`config.mk`:
```
export PLATFORM = sky130hd
export DESIGN_NAME = player_ctl_flat
export DESIGN_NICKNAME = d
export VERILOG_FILES = /design/src/rtl/player_ctl_pkg.sv /design/src/rtl/player_ctl_if.sv /design/src/rtl/player_ctl_frame_tick.sv /design/src/rtl/player_ctl.sv /design/src/flat_wrapper.sv
export SDC_FILE = /design/constraint.sdc
export NUM_CORES = 1
export LEC_CHECK = 0
export CAP_MARGIN = 30
export CELL_PAD_IN_SITES_DETAIL_PLACEMENT = 0
export CELL_PAD_IN_SITES_GLOBAL_PLACEMENT = 1
export CORE_MARGIN = 2
export CORE_UTILIZATION = 39
export DETAILED_ROUTE_END_ITERATION = 6
export PLACE_DENSITY_LB_ADDON = 0.1
export REMOVE_ABC_BUFFERS = 1
export SYNTH_ARGS = -nofsm -noshare
export SYNTH_HDL_FRONTEND = slang
export SYNTH_HIERARCHICAL = 1
export SYNTH_SLANG_ARGS = --single-unit
```
`constraint.sdc`:
```
create_clock -name clk -period 3.8 [get_ports clk]
set_input_delay 0.76 -clock clk [delete_from_list [all_inputs] [get_ports clk]]
set_output_delay 0.76 -clock clk [all_outputs]
set_load 0.03 [all_outputs]
```
`src/rtl/player_ctl_pkg.sv`:
```
// Shared types and screen constants for the player motion controller.
package player_ctl_pkg;

    localparam int SCREEN_W = 1024;
    localparam int SCREEN_H = 768;
    localparam int SPRITE_W = 40;

    typedef enum logic [1:0] {
        IDLE  = 2'd0,
        RIGHT = 2'd1,
        LEFT  = 2'd2
    } State;

    typedef enum logic [1:0] {
        GROUND = 2'd0,
        RISE   = 2'd1,
        FALL   = 2'd2
    } jump_state_t;

endpackage

```
`src/rtl/player_ctl_if.sv`:
```
// Button/vblank inputs and sprite position/state outputs of player_ctl.
interface player_ctl_if;
    import player_ctl_pkg::*;

    logic        vblnk;
    logic        btn_left;
    logic        btn_right;
    logic        btn_jump;
    logic [11:0] xpos_player;
    logic [11:0] ypos_player;
    State        state;
    logic        airborne;

    modport master (
        output vblnk, btn_left, btn_right, btn_jump,
        input  xpos_player, ypos_player, state, airborne
    );

    modport slave (
        input  vblnk, btn_left, btn_right, btn_jump,
        output xpos_player, ypos_player, state, airborne
    );

endinterface

```
`src/rtl/player_ctl_frame_tick.sv`:
```
// One-cycle pulse per rising edge of vblnk; history resets high so a vblnk
// already asserted at reset release does not fire.
module frame_tick (
    input  logic clk,
    input  logic rst,
    input  logic vblnk_i,
    output logic tick_o
);

    logic vblnk_q, vblnk_prev_q;

    always_ff @(posedge clk) begin
        if (rst) begin
            vblnk_q      <= 1'b1;
            vblnk_prev_q <= 1'b1;
        end else begin
            vblnk_q      <= vblnk_i;
            vblnk_prev_q <= vblnk_q;
        end
    end

    assign tick_o = vblnk_q & ~vblnk_prev_q;

endmodule

```
`src/rtl/player_ctl.sv`:
```
// Per-frame walk and gravity jump controller feeding draw_player.
module player_ctl
    import player_ctl_pkg::*;
#(
    parameter int         X_START  = 0,
    parameter int         X_MIN    = 0,
    parameter int         X_MAX    = SCREEN_W - SPRITE_W,
    parameter int         Y_GROUND = 420,
    parameter int         STEP_X   = 4,
    parameter logic [7:0] JUMP_V   = 8'd16,
    parameter logic [7:0] GRAVITY  = 8'd1
) (
    input  logic          clk,
    input  logic          rst,
    player_ctl_if.slave   pif
);

    localparam logic [12:0] X_MAX13      = 13'(X_MAX);
    localparam logic [12:0] X_LEFT_LIM13 = 13'(X_MIN + STEP_X);
    localparam logic [12:0] Y_GROUND13   = 13'(Y_GROUND);

    logic tick;

    frame_tick u_tick (
        .clk     (clk),
        .rst     (rst),
        .vblnk_i (pif.vblnk),
        .tick_o  (tick)
    );

    State        state_q, state_d;
    jump_state_t jst_q, jst_d;
    logic [11:0] x_q, x_d;
    logic [11:0] y_q, y_d;
    logic [7:0]  vy_q, vy_d;
    logic        airborne_q;

    logic [12:0] x_right;
    logic [8:0]  vy_sum;
    logic [7:0]  vn;
    logic [12:0] y_fall;

    always_comb begin
        x_right = {1'b0, x_q} + 13'(STEP_X);
        vy_sum  = {1'b0, vy_q} + {1'b0, GRAVITY};
        vn      = vy_sum[8] ? 8'hFF : vy_sum[7:0];
        y_fall  = {1'b0, y_q} + {5'b0, vn};
    end

    // Walk FSM: direction decided purely by the buttons seen on the tick.
    always_comb begin
        state_d = state_q;
        x_d     = x_q;
        if (tick) begin
            if (pif.btn_right && !pif.btn_left) begin
                state_d = RIGHT;
                x_d     = (x_right > X_MAX13) ? 12'(X_MAX) : x_right[11:0];
            end else if (pif.btn_left && !pif.btn_right) begin
                state_d = LEFT;
                x_d     = ({1'b0, x_q} < X_LEFT_LIM13) ? 12'(X_MIN)
                                                        : x_q - 12'(STEP_X);
            end else begin
                state_d = IDLE;
            end
        end
    end

    // Jump FSM: landing tick returns to GROUND; a relaunch needs a later tick.
    always_comb begin
        jst_d = jst_q;
        y_d   = y_q;
        vy_d  = vy_q;
        if (tick) begin
            unique case (jst_q)
                GROUND: begin
                    if (pif.btn_jump) begin
                        vy_d  = JUMP_V;
                        jst_d = RISE;
                    end
                end
                RISE: begin
                    y_d = (y_q < {4'b0, vy_q}) ? 12'd0 : y_q - {4'b0, vy_q};
                    if (vy_q <= GRAVITY) begin
                        vy_d  = 8'd0;
                        jst_d = FALL;
                    end else begin
                        vy_d  = vy_q - GRAVITY;
                    end
                end
                FALL: begin
                    if (y_fall >= Y_GROUND13) begin
                        y_d   = 12'(Y_GROUND);
                        vy_d  = 8'd0;
                        jst_d = GROUND;
                    end else begin
                        y_d   = y_fall[11:0];
                        vy_d  = vn;
                    end
                end
                default: begin
                    jst_d = GROUND;
                    vy_d  = 8'd0;
                end
            endcase
        end
    end

    always_ff @(posedge clk) begin
        if (rst) begin
            state_q    <= IDLE;
            jst_q      <= GROUND;
            x_q        <= 12'(X_START);
            y_q        <= 12'(Y_GROUND);
            vy_q       <= 8'd0;
            airborne_q <= 1'b0;
        end else begin
            state_q    <= state_d;
            jst_q      <= jst_d;
            x_q        <= x_d;
            y_q        <= y_d;
            vy_q       <= vy_d;
            airborne_q <= (jst_d != GROUND);
        end
    end

    assign pif.xpos_player = x_q;
    assign pif.ypos_player = y_q;
    assign pif.state       = state_q;
    assign pif.airborne    = airborne_q;

endmodule

```
`src/flat_wrapper.sv`:
```
// flat-port wrapper written by rule: the top's interface ports become plain ports
module player_ctl_flat import player_ctl_pkg::*;
#(
    parameter int         X_START  = 0,
    parameter int         X_MIN    = 0,
    parameter int         X_MAX    = SCREEN_W - SPRITE_W,
    parameter int         Y_GROUND = 420,
    parameter int         STEP_X   = 4,
    parameter logic [7:0] JUMP_V   = 8'd16,
    parameter logic [7:0] GRAVITY  = 8'd1
)
  (clk, rst, pif_vblnk, pif_btn_left, pif_btn_right, pif_btn_jump, pif_xpos_player, pif_ypos_player, pif_state, pif_airborne);
  player_ctl_if pif_i ();
  input  logic clk;
  input  logic rst;
  input wire logic [$bits(pif_i.vblnk)-1:0] pif_vblnk;
  input wire logic [$bits(pif_i.btn_left)-1:0] pif_btn_left;
  input wire logic [$bits(pif_i.btn_right)-1:0] pif_btn_right;
  input wire logic [$bits(pif_i.btn_jump)-1:0] pif_btn_jump;
  output wire logic [$bits(pif_i.xpos_player)-1:0] pif_xpos_player;
  output wire logic [$bits(pif_i.ypos_player)-1:0] pif_ypos_player;
  output wire logic [$bits(pif_i.state)-1:0] pif_state;
  output wire logic [$bits(pif_i.airborne)-1:0] pif_airborne;
  assign pif_i.vblnk = pif_vblnk;
  assign pif_i.btn_left = pif_btn_left;
  assign pif_i.btn_right = pif_btn_right;
  assign pif_i.btn_jump = pif_btn_jump;
  assign pif_xpos_player = pif_i.xpos_player;
  assign pif_ypos_player = pif_i.ypos_player;
  assign pif_state = pif_i.state;
  assign pif_airborne = pif_i.airborne;
  player_ctl #(.X_START(X_START), .X_MIN(X_MIN), .X_MAX(X_MAX), .Y_GROUND(Y_GROUND), .STEP_X(STEP_X), .JUMP_V(JUMP_V), .GRAVITY(GRAVITY)) u_core (.clk(clk), .rst(rst), .pif(pif_i));
endmodule
```
==> results.md, run 1 <==
STA:
- The hold violation count in the final report is 0.
- The clock arrives with 0.00802 ns of skew.
- In this run the tightest slew margin relative to its limit is 45.9%.
- After routing, the total negative slack on setup checks comes to 0 ns.
- The number of pins exceeding their max-slew limit in the final report is 0.
- After layout, the worst path uses 95.1% of the clock period.
- Based on the critical path, the design can be clocked at up to 277 MHz.
- Setup violations remaining at the end of the flow were counted as 0.
- The post-route minimum period is 3.61 ns.
- At the pin with the least slew margin, the transition time is 0.804 ns.
- The smallest setup slack after layout is 0.188 ns.
- Final hold analysis gives a worst-case slack of 0.445 ns.

Critical path:
- The cell count of the worst reg-to-reg path is 16.
- The highest fanout seen on the critical path is 6.
- The worst reg-to-reg setup slack is 0.19 ns.
- The critical path is of the reg -> reg type.
- The worst setup path is captured at a flip-flop.
- The startpoint identified for the worst register-to-register timing path is u_core/vy_q[1]$_SDFFE_PP0P_.
- The type of origin of the critical path is a flip-flop.
- The data required time at the worst endpoint is 3.99 ns.
- The endpoint identified for the worst register-to-register timing path is u_core/vy_q[1]$_SDFFE_PP0P_.
- For the worst setup path, the data arrival time is 3.80 ns.

Routing:
- The total via count in the routed design is 3718.
- The iteration count of the initial detailed-routing pass is 5.
- The DRC violation total after the first TritonRoute iteration is 286.
- The detailed-route vias per instance is 5.97.
- The total DRC errors in the routed layout is 0.
- The count of nets left with antenna violations once routing finished came out at 0.
- Dividing the detail-routed wire length by the instance count gives 17.2 um.
- The final wirelength is 10.7 mm.

Layout:
- The core utilization of the finished layout is 47.7%.
- The count of antenna diodes in the layout is 0.
- Relative to the synthesized area, the layout overhead comes to 17.7%.
- The final-stage net count is 551.
- The layout filler cell count is 893.
- Cells with a size suffix above 1 make up 10.9% of the layout.
- In the layout the commonest cells are 45 x nor2_1, 45 x a21oi_1, 36 x dfxtp_1, 34 x nand2_1, 31 x inv_1.
- The finished cells cover 4200 um^2.
- The multi-input combinational cells in the finished layout cover a total of 2660 um^2.
- The storage element area is 742 um^2.
- The number of non-filler instances in the completed layout is 623.

Global route:
- The fraction of met1 tracks used by global routing is 32.5%.
- The pin count of the biggest net entering global routing is 32.
- met2 is the most crowded layer.
- Summed over all layers, the global routing overflow is 0.
- The met3 track demand over resource in global routing is 3.09%.
- The global-route wire length before repair is 17.4 mm.
- The number of global-route vias before repair was 3396.
- The initial antenna violation count is 0.
- For this run, global-route usage on met2 was measured as 33.0%.
- The total track usage is 21.7%.

Synth:
- In this run, synthesis inferred 0 flip-flops with an integrated enable.
- The predominant post-synthesis flop cell is dfxtp_1.
- In this run the mean area of a mapped cell was 7.39 um^2.
- After synthesis, the share of flip-flops with an asynchronous set or reset is 0%.
- The netlist area before placement is 3570 um^2.
- Yosys printed 6 warnings.
- For this run, the register share of the synthesized area comes to 20.8%.
- Summed over all instances, the cell type with the most area after synthesis is dfxtp_1.
- After synthesis, the cell types taking the most area are dfxtp_1 21%, ha_1 9.8%, a21oi_1 6.6%.
- In this run, synthesis produced a sequential element count of 37.
- The cell count after synthesis is 483.
- Of the post-synthesis cell area, the dominant cell type holds 20.8%.
- The netlist uses 76 different library cells.

Power:
- In this run the power spent charging and discharging nets is 0.281 mW.
- The internal portion of the total power is 0.661 mW.
- Of the total power, the share spent switching nets is 29.8%.
- The combinational share of power is 19.7%.
- Dividing total power by cell area gives a power density of 224 nW/um^2.
- The reported leakage power is 1.64 nW.
- In this run, the clock network consumes 37.4% of the power.
- Overall power consumption after layout is estimated at 0.942 mW.
- Per report_power, the sequential group accounts for 42.9% of the total.
- Across the VDD grid, the largest voltage drop is 0.000129 V.

Hold path:
- The class of the most critical hold timing path is reg -> reg.
- In this run the most critical hold path is launched from u_core/u_tick/vblnk_q$_SDFF_PP1_.
- The path with the worst hold slack has its endpoint at u_core/u_tick/vblnk_prev_q$_SDFF_PP1_.
- Counting instances, the worst hold path has a depth of 1.

CTS:
- The CTS tree is done.
- The sink count of the clock tree is 37.
- The tree is rooted in a clkbuf_8.
- The clock-pin slew on the worst setup and hold paths is 0.09 ns.
- The clock passes through at most 2 buffers.
- The later pin in the worst-skew pair is clocked with a latency of 0.30 ns.
- The H-tree was split into 2 levels.
- The TritonCTS buffer count is 5.

Die:
- The die extent in x is 99.7 um.
- The placeable core area is 8810 um^2.
- Measured along the y axis, the die boundary spans 99.7 um.
- The floorplan has 34 rows.
- The I/O pin count is 33.
- The die covers 9930 um^2.
- The starting density of the core is 40.5%.

Run:
- Across the run, the number of max-cap violations was 0.

Placement:
- The HPWL after detailed placement is 8.07 mm.
- After detailed placement, the total cell area comes to 4020 um^2.
- Input and output buffers added on the ports amount to 30.
- In this run, placement finished with an instance count of 614.
- The routability congestion estimate from global placement is 0.889.
- OpenSTA, run right after detailed placement, puts the worst setup slack at 0.111 ns.

Outcome:
- The flow ran to the end, and the final reports show no timing, DRC or antenna violations.
## synthesized netlist by cell type, types with 3 or more instances
| master | count |
|---|---|
| a211o_1 | 4 |
| a211oi_1 | 8 |
| a21o_1 | 10 |
| a21oi_1 | 47 |
| a221o_1 | 3 |
| a221oi_1 | 4 |
| a22o_1 | 3 |
| a31oi_1 | 7 |
| a41oi_1 | 3 |
| and2_1 | 4 |
| and3_1 | 5 |
| buf_1 | 3 |
| buf_2 | 4 |
| buf_4 | 3 |
| clkbuf_1 | 14 |
| dfxtp_1 | 37 |
| ha_1 | 28 |
| inv_1 | 31 |
| nand2_1 | 34 |
| nand2b_1 | 12 |
| nand3_1 | 19 |
| nand4_1 | 10 |
| nor2_1 | 45 |
| nor2b_1 | 8 |
| nor3_1 | 17 |
| nor3b_1 | 3 |
| o211ai_1 | 6 |
| o21a_1 | 4 |
| o21ai_0 | 23 |
| o21bai_1 | 3 |
| or2_1 | 3 |
| or2_2 | 3 |
| or3_1 | 6 |
| xnor2_1 | 16 |
| xor2_1 | 3 |
## sequential cells by signal (all words and copies together) (netlist names)
signal and cells:
u_core/pif.ypos_player 12, u_core/jst_q 2, u_core/u_tick/vblnk_q 1, u_core/pif.state 2
u_core/pif.airborne 1, u_core/vy_q 8, u_core/pif.xpos_player 10, u_core/u_tick/vblnk_prev_q 1
## cell families after synthesis
family	Yosys count	share of synthesized area, %
other	1	0.105
adders and majority gates	30	10.9
buffers and inverters	57	6.66
DFF	37	20.8
muxes	2	0.561
and+or+nand+nor	181	25.6
AOI/OAI and AO/OA	156	30.7
xor gates and xnor gates	19	4.66
## worst max-delay path: stages (launching register included)
cell,delay [ns]
dfxtp_1,0.34
ha_2,0.18
and3_1,0.19
and2_4,0.15
nand4_1,0.14
nand2_1,0.11
ha_1,0.17
inv_1,0.07
fa_2,0.39
nand2b_4,0.17
a211oi_4,0.31
o211ai_1,0.22
a31oi_2,0.30
a2111oi_4,0.08
buf_6,0.16
and4_2,0.22
a221o_1,0.30
## worst max path at each step
stage                                     start                                endpoint  slack [ns]  depth (start not counted)
CTS                 u_core/vy_q[4]$_SDFFE_PP0P_             u_core/vy_q[1]$_SDFFE_PP0P_        0.06                         15
detailed placement  u_core/vy_q[4]$_SDFFE_PP0P_             u_core/vy_q[1]$_SDFFE_PP0P_        0.11                         15
finish              u_core/vy_q[1]$_SDFFE_PP0P_             u_core/vy_q[1]$_SDFFE_PP0P_        0.19                         16
global placement    u_core/vy_q[4]$_SDFFE_PP0P_             u_core/vy_q[1]$_SDFFE_PP0P_        0.05                         15
global route        u_core/vy_q[1]$_SDFFE_PP0P_             u_core/vy_q[3]$_SDFFE_PP0P_       -0.02                         16
floorplan           u_core/vy_q[0]$_SDFFE_PP0P_  u_core/pif.ypos_player[7]$_SDFFE_PP1P_       -0.03                         15
## layer usage
| metal | part of all wire, % | routed length (um) |
|---|---|---|
| met5 | 0 | 0 |
| met4 | 1.0 | 110 |
| met3 | 6.1 | 650 |
| met2 | 44 | 4750 |
| met1 | 49 | 5220 |
## power groups by stage
stage | clock network (mW) | registers (mW) | logic, mW
after CTS | 0.359 | 0.404 | 0.180
after detailed placement | 0 | 0.413 | 0.180
after floorplan | 0 | 0.418 | 0.117
after global placement | 0 | 0.413 | 0.181
after global routing | 0.378 | 0.406 | 0.205
final | 0.352 | 0.404 | 0.186
## cell type report
class                   instances  area share, %
clock buffers                   5           1.64
clock inverters                 2          0.834
inverters                      32           2.86
multi-input cells             390           63.2
flip-flops and latches         37           17.7
well taps                     108           3.22
repair buffers                 49           10.6
## what timing repair did
action                                  CTS  global route
endpoints found under the setup margin    0            20
gates resized for setup                   0            16
setup buffers                             0             1
hold buffers                              0             0
Power figures use the tool's default switching activity.
==> run 2, diff against run 1 <==
--- a/config.mk
+++ b/config.mk
@@ -9,7 +9,7 @@
 export CELL_PAD_IN_SITES_DETAIL_PLACEMENT = 0
 export CELL_PAD_IN_SITES_GLOBAL_PLACEMENT = 1
 export CORE_MARGIN = 2
-export CORE_UTILIZATION = 39
+export CORE_UTILIZATION = 46
 export DETAILED_ROUTE_END_ITERATION = 6
 export PLACE_DENSITY_LB_ADDON = 0.1
 export REMOVE_ABC_BUFFERS = 1
==> constraint.sdc (replaced) <==
create_clock -name clk -period 4.23 [get_ports clk]
set_input_delay 0.846 -clock clk [delete_from_list [all_inputs] [get_ports clk]]
set_output_delay 0.846 -clock clk [all_outputs]
set_load 0.03 [all_outputs]
==> results.md, run 2 (synthesis results as in run 1) <==
Outcome:
- The run finished with clean final reports.

Die:
- The I/O pin count came to 33 (unchanged).
- The area of the die is 8480 um^2 (-15%).
- The die extent in x is 92.1 um (-7.6%).
- The die outline height is 92.1 um (-7.6%).
- The starting density of the core was 46.9% (+6.4 points).
- The placeable core area came to 7610 um^2 (-14%).
- The number of rows in the core area is 32 (-5.9%).

Power:
- The fraction of power spent switching nets is 29.8% (-0.095 points).
- The part of the total power dissipated in sequential elements is 43.0% (about the same).
- The internal cell power is 0.593 mW (-10%).
- The clock network fraction of design power is 38.1% (+0.7 points).
- The combinational share of power is 18.9% (-0.8 points).
- The power density relative to cell area is 209 nW/um^2 (-7.0%).
- The reported leakage power was 1.56 nW (-4.9%).
- The switching component of the power is 0.251 mW (-11%).
- The worst vdd rail ir drop is 0.000197 V (+53%).

CTS:
- The clock latency reported for the late side of the worst-skew pair is 0.29 ns (about the same).
- The post-CTS setup buffer count is 0 (unchanged).
- The buffer type at the clock tree root is clkbuf_8.
- The buffer depth of the longest clock path came to 2 (unchanged).
- The CTS tree is done.
- The clock-pin slew on the worst setup and hold paths is 0.09 ns (about the same).
- The sink count of the clock tree is 37 (unchanged).
- The number of levels the H-tree was split into is 2 (unchanged).
- The TritonCTS buffer count was 5 (unchanged).

Critical path:
- The cell occurring most often along the worst timing path is ha_1.
- The worst reg-to-reg setup slack came to 0.26 ns (+0.07 ns).
- The endpoint of the worst-slack reg-to-reg timing path is u_core/pif.ypos_player[7]$_SDFFE_PP1P_.
- The critical path goes through ha_1, and3_1, and2_0, nand4_1, nand2_1, ha_1, inv_1, fa_1, nand2b_1, a211oi_4, o31ai_2, xnor2_1, a2111oi_4, buf_4, a31oi_1, or3_1.
- The data required time at the worst endpoint came to 4.41 ns (+0.42 ns).
- The cell count of the worst reg-to-reg path came to 16 (unchanged).
- The longest individual stage delay on the worst path is 0.46 ns (+0.07 ns).
- The critical path buffer and inverter count is 2 (unchanged).
- The critical path is of the reg -> reg type.
- The beginning of the worst register-to-register path is u_core/vy_q[1]$_SDFFE_PP0P_.
- The cell family contributing the most delay on the critical path is simple AND/OR/NAND/NOR gates.
- The data arrival time at the worst-slack endpoint is 4.15 ns (+0.35 ns).
- The highest fanout seen on the critical path is 9 (+3).
- The slowest stage of the critical path is the dfxtp_1 cell.
- The endpoint class of the critical path is a flip-flop.
- STA classifies the critical path startpoint as a flip-flop.

Run:
- The max-capacitance violation count is 0 (unchanged).

Hold path:
- For hold timing, the worst endpoint is u_core/u_tick/vblnk_prev_q$_SDFF_PP1_.
- The path class of the tightest hold or removal check is reg -> reg.
- The worst hold path cell count is 1 (unchanged).
- The worst hold path begins at u_core/u_tick/vblnk_q$_SDFF_PP1_.

Routing:
- The final wirelength is 10.2 mm (-5.1%).
- The DRC violation total after the first TritonRoute iteration is 160 (-44%).
- The detailed-route vias per instance was 5.95 (-0.32%).
- The iteration count of the initial detailed-routing pass came to 4 (-1).
- The total DRC errors in the routed layout is 0 (unchanged).
- The total via count in the routed design is 3593 (-3.4%).
- The average wire per standard cell is 16.9 um (-2.1%).
- The number of nets with antenna violations after routing was 0 (unchanged).

STA:
- Setup repair after global routing left no endpoint under its margin.
- The highest attainable clock frequency is 252 MHz (-9.1%).
- The final-layout worst hold slack was 0.438 ns (-0.00758 ns).
- The actual slew at the worst max-slew pin came to 0.928 ns (+0.124 ns).
- The total negative slack is 0 ns (unchanged).
- The share of the clock period used by the worst path is 93.9% (-1.2 points).
- The number of setup violations in the final report is 0 (unchanged).
- The worst setup skew after layout is 0.00774 ns (-0.000279 ns).
- The post-route minimum period is 3.97 ns (+0.360 ns).
- The hold violation count in the final report is 0 (unchanged).
- The worst slew margin relative to its limit is 38.0% (-7.9 points).
- The number of pins exceeding their max-slew limit in the final report was 0 (unchanged).

Global route:
- The pin count of the biggest net entering global routing is 32 (unchanged).
- The initial antenna violation count is 0 (unchanged).
- The number of global-route vias before repair is 3339 (-1.7%).
- The global-route wire length before repair came to 16.7 mm (-4.3%).
- The total track usage came to 24.3% (+2.6 points).
- The residual overflow from global routing is 0 (unchanged).

Layout:
- The count of antenna diodes in the layout was 0 (unchanged).
- The flip-flop count of the largest register, all copies and words added was 12 (unchanged).
- The final-stage net count is 537 (-2.5%).
- Relative to the synthesized area, the layout overhead comes to 13.5%.
- The cell area after layout is 4050 um^2 (-3.6%).
- In the layout the commonest cells are 47 x a21oi_1, 45 x nor2_1, 37 x dfxtp_1, 34 x nand2_1, 31 x inv_1.
- Leaving out fill and tap cells, the most frequent cell in the layout is a21oi_1.
- The share of layout cells above drive strength 1 is 6.57% (-4.3 points).

Placement:
- The count of input and output buffers was 30 (unchanged).
- The HPWL after detailed placement was 7.79 mm (-3.5%).
- The routability congestion estimate from global placement is 0.953 (+7.2%).
- The total cell area at the placement stage was 3920 um^2 (-2.4%).
==> run 2: timing repair <==
item | in CTS | in global routing
gates resized for setup | 0 | 3
hold buffers | 0 | 0
endpoints found under the setup margin | 0 | 3
==> run 2: area by class of cell <==
type,count,area [um^2]
clock buffer,5,68.8
clock inverter,3,46.3
fill,746,3560
inverter,32,120
multi-input combinational,390,2610
sequential,37,741
tap,102,128
timing repair buffer,35,338
==> run 2: power groups by stage <==
stage	clock, mW	sequential (mW)	combinational, mW
6_report	0.322	0.363	0.160
3_5_place_dp	0	0.372	0.156
3_3_place_gp	0	0.372	0.156
5_1_grt	0.345	0.365	0.174
2_1_floorplan	0	0.376	0.105
4_1_cts	0.329	0.363	0.157
==> run 2: how the worst max path moves through the flow <==
| stage | from | endpoint | slack, ns | cells past startpoint |
|---|---|---|---|---|
| after floorplan | u_core/vy_q[0]$_SDFFE_PP0P_ | u_core/pif.ypos_player[7]$_SDFFE_PP1P_ | 0.40 | 15 |
| after global placement | u_core/vy_q[1]$_SDFFE_PP0P_ | u_core/vy_q[3]$_SDFFE_PP0P_ | 0.43 | 16 |
| after detailed placement | u_core/vy_q[1]$_SDFFE_PP0P_ | u_core/vy_q[1]$_SDFFE_PP0P_ | 0.27 | 16 |
| after CTS | u_core/vy_q[1]$_SDFFE_PP0P_ | u_core/vy_q[1]$_SDFFE_PP0P_ | 0.26 | 16 |
| after global routing | u_core/vy_q[1]$_SDFFE_PP0P_ | u_core/pif.ypos_player[7]$_SDFFE_PP1P_ | 0.02 | 16 |
| final | u_core/vy_q[1]$_SDFFE_PP0P_ | u_core/pif.ypos_player[7]$_SDFFE_PP1P_ | 0.26 | 16 |
==> run 2: routing by layer <==
metal,track usage (%),wire length [um]
met1,34.3,4980
met2,37.9,4550
met3,4.35,493
met4,7.09,169
met5,0,0
==> run 2: metrics by stage <==
step | setup slack, ns | total power, mW | instances | utilization, %
global route | 0.0170 | 0.885 | 604 | 53.2
finish | 0.258 | 0.845 | 604 | 53.2
floorplan | 0.405 | 0.480 | 459 | -
global placement | 0.430 | 0.527 | 596 | 51.5
CTS | 0.256 | 0.850 | 604 | 53.0
detailed placement | 0.272 | 0.528 | 596 | 51.5
==> run 3, diff against run 2 <==
--- a/config.mk
+++ b/config.mk
@@ -5,14 +5,16 @@
 export SDC_FILE = /design/constraint.sdc
 export NUM_CORES = 1
 export LEC_CHECK = 0
-export CAP_MARGIN = 30
+export CAP_MARGIN = 40
 export CELL_PAD_IN_SITES_DETAIL_PLACEMENT = 0
 export CELL_PAD_IN_SITES_GLOBAL_PLACEMENT = 1
 export CORE_MARGIN = 2
-export CORE_UTILIZATION = 46
+export CORE_UTILIZATION = 51
 export DETAILED_ROUTE_END_ITERATION = 6
+export DONT_BUFFER_PORTS = 1
 export PLACE_DENSITY_LB_ADDON = 0.1
 export REMOVE_ABC_BUFFERS = 1
+export SLEW_MARGIN = 20
 export SYNTH_ARGS = -nofsm -noshare
 export SYNTH_HDL_FRONTEND = slang
 export SYNTH_HIERARCHICAL = 1
==> results.md, run 3 (synthesis results as in run 1) <==
Critical path:
- The longest individual stage delay on the worst path came to 0.42 ns (-0.04 ns).
- The data required time at the worst endpoint is 4.41 ns (about the same).
- The data arrival time at the worst-slack endpoint is 4.12 ns (-0.03 ns).
- The slowest stage of the critical path belongs to the cell fa_1.
- The critical path buffer and inverter count is 2 (unchanged).
- The family with the most delay on the worst path is compound AO/OA/AOI/OAI gates.
- The type of origin of the critical path is a flip-flop.
- The signal on the critical path passes through ha_1, and3_1, and2_0, nand4_1, nand2_1, ha_1, inv_1, fa_1, nand2b_1, a211oi_4, o211ai_1, a31oi_2, a2111oi_4, buf_4, and4_2, a221o_1.
- The setup path with the least slack is of type reg -> reg.
- The cell occurring most often along the worst timing path is ha_1.
- The endpoint class of the critical path is a flip-flop.
- The highest fanout seen on the critical path is 9 (unchanged).

Routing:
- The DRC violation total after the first TritonRoute iteration is 204 (+28%).
- The iteration count of the initial detailed-routing pass is 5 (+1).
- The average wire per standard cell is 17.0 um (+0.60%).
- The detailed-route vias per instance is 6.16 (+3.6%).
- The total via count in the routed design is 3493 (-2.8%).
- The total DRC errors in the routed layout is 0 (unchanged).
- The number of nets with antenna violations after routing is 0 (unchanged).
- The final wirelength is 9.62 mm (-5.6%).

CTS:
- The number of levels the H-tree was split into is 2 (unchanged).
- CTS placed an instance of clkbuf_8 at the clock tree root.
- The clock-pin slew on the worst setup and hold paths came to 0.08 ns (about the same).
- The CTS tree is done.
- The buffer depth of the longest clock path is 2 (unchanged).
- The clock latency reported for the late side of the worst-skew pair is 0.30 ns (about the same).
- The sink count of the clock tree is 37 (unchanged).
- The hold-fix buffer count after cts is 0 (unchanged).
- The TritonCTS buffer count is 5 (unchanged).

Placement:
- The worst setup slack after placement came to 0.110 ns (-0.162 ns).
- The count of input and output buffers is 0 (-100%).
- The HPWL after detailed placement is 7.25 mm (-6.9%).
- The total instance count after detailed placement is 558 (-6.4%).
- The total cell area at the placement stage is 3600 um^2 (-8.2%).
- The routability congestion estimate from global placement is 0.837 (-12%).

Run:
- The max-capacitance violation count is 0 (unchanged).

STA:
- The highest attainable clock frequency is 254 MHz (+0.94%).
- The total negative slack is 0 ns (unchanged).
- The final-layout worst hold slack came to 0.433 ns (-0.00472 ns).
- The post-route minimum period is 3.93 ns (-0.0368 ns).
- The smallest setup slack after layout is 0.295 ns (+0.0368 ns).
- The hold violation count in the final report is 0 (unchanged).
- The worst slew margin relative to its limit is 49.1% (+11 points).
- The number of pins exceeding their max-slew limit in the final report was 0 (unchanged).
- The actual slew at the worst max-slew pin was 0.756 ns (-0.172 ns).
- Setup repair after global routing left no endpoint under its margin.
- The number of setup violations in the final report came to 0 (unchanged).
- The worst setup skew after layout was 0.00857 ns (+0.000824 ns).
- The share of the clock period used by the worst path is 93.0% (-0.87 points).

Power:
- The switching component of the power is 0.226 mW (-10%).
- The combinational share of power is 17.9% (-1.0 points).
- The reported leakage power is 1.45 nW (-6.9%).
- The overall power of the completed layout came to 0.763 mW (-9.7%).
- The fraction of power spent switching nets came to 29.6% (-0.15 points).
- The worst vdd rail ir drop is 0.000104 V (-47%).
- The internal cell power is 0.537 mW (-9.5%).
- The part of the total power dissipated in sequential elements was 48.5% (+5.5 points).
- The power density relative to cell area is 204 nW/um^2 (-2.3%).
- The clock network fraction of design power came to 33.6% (-4.5 points).

Global route:
- The initial antenna violation count is 0 (unchanged).
- The number of global-route vias before repair came to 3189 (-4.5%).
- The total track usage is 25.4% (+1.1 points).
- The global-route wire length before repair came to 15.6 mm (-6.6%).
- The pin count of the biggest net entering global routing is 33 (+3.1%).
- The residual overflow from global routing came to 0 (unchanged).

Layout:
- The cell area after layout came to 3750 um^2 (-7.5%).
- The layout filler cell count came to 647 (-13%).
- The most frequent standard cell in the layout excluding fill and tap cells is a21oi_1.
- The library cells used most frequently in the layout, excluding fill and tap cells, are 47 x a21oi_1, 45 x nor2_1, 36 x dfxtp_1, 34 x nand2_1, 31 x inv_1.
- The count of antenna diodes in the layout came to 0 (unchanged).
- The final-stage net count is 507 (-5.6%).
- The core utilization of the finished layout is 55.1% (+1.9 points).
- The number of non-filler instances in the completed layout was 567 (-6.1%).
- Compared with the post-synthesis result, the final layout area differs by 4.98%.
- The share of layout cells above drive strength 1 is 7.43% (+0.86 points).
- The flip-flop count of the largest register, all copies and words added is 12 (unchanged).

Die:
- The die outline height is 87.6 um (-4.8%).
- The starting density of the core is 52.5% (+5.6 points).
- The I/O pin count is 33 (unchanged).
- The number of rows in the core area is 30 (-6.3%).
- The area of the die was 7680 um^2 (-9.4%).
- The die extent in x came to 87.6 um (-4.8%).
- The placeable core area was 6790 um^2 (-11%).

Hold path:
- The min-delay analysis places its worst path in the category reg -> reg.

Outcome:
- The run finished with clean final reports.
## run 3: power by group through the flow
| stage | clock network [mW] | registers, mW | logic, mW |
|---|---|---|---|
| after floorplan | 0 | 0.376 | 0.105 |
| after global placement | 0 | 0.378 | 0.129 |
| after detailed placement | 0 | 0.378 | 0.130 |
| after CTS | 0.266 | 0.370 | 0.131 |
| after global routing | 0.277 | 0.372 | 0.151 |
| final | 0.256 | 0.370 | 0.136 |
## run 3: what timing repair did
item,CTS,global route
setup buffers,0,2
hold endpoints to repair,0,0
resized for setup,0,8
setup endpoints to repair,0,20
## run 3: path summary, 6_finish.rpt
check | from | endpoint | slack, ns | cells past startpoint
min reg2reg | u_core/u_tick/vblnk_q$_SDFF_PP1_ | u_core/u_tick/vblnk_prev_q$_SDFF_PP1_ | 0.43 | 1
min | u_core/u_tick/vblnk_q$_SDFF_PP1_ | u_core/u_tick/vblnk_prev_q$_SDFF_PP1_ | 0.43 | 1
max | u_core/vy_q[1]$_SDFFE_PP0P_ | u_core/vy_q[1]$_SDFFE_PP0P_ | 0.30 | 16
max reg2reg | u_core/vy_q[1]$_SDFFE_PP0P_ | u_core/vy_q[1]$_SDFFE_PP0P_ | 0.30 | 16
## run 3: worst reg2reg max path: stages, from the launching register on
cell       delay (ns)
dfxtp_2          0.39
ha_1             0.22
and3_1           0.19
and2_0           0.17
nand4_1          0.23
nand2_1          0.14
ha_1             0.16
inv_1            0.05
fa_1             0.42
nand2b_1         0.22
a211oi_4         0.31
o211ai_1         0.24
a31oi_2          0.28
a2111oi_4        0.07
buf_4            0.19
and4_2           0.24
a221o_1          0.30
## run 3: layer usage
metal | vias up | track usage [%] | wire length, um
met4 | 0 | 6.85 | 101
met2 | 113 | 39.8 | 4430
met3 | 7 | 4.81 | 622
met1 | 1630 | 35.7 | 4470
li1 | 1743 | - | -
met5 | - | 0 | 0
## run 3: layout make-up
| class | instances | area (um^2) | share of cell area [%] |
|---|---|---|---|
| inverter | 32 | 120 | 3.21 |
| tap | 96 | 120 | 3.21 |
| multi-input combinational | 390 | 2640 | 70.5 |
| clock buffer | 7 | 86.3 | 2.30 |
| timing repair buffer | 5 | 37.5 | 1.00 |
| sequential | 37 | 742 | 19.8 |
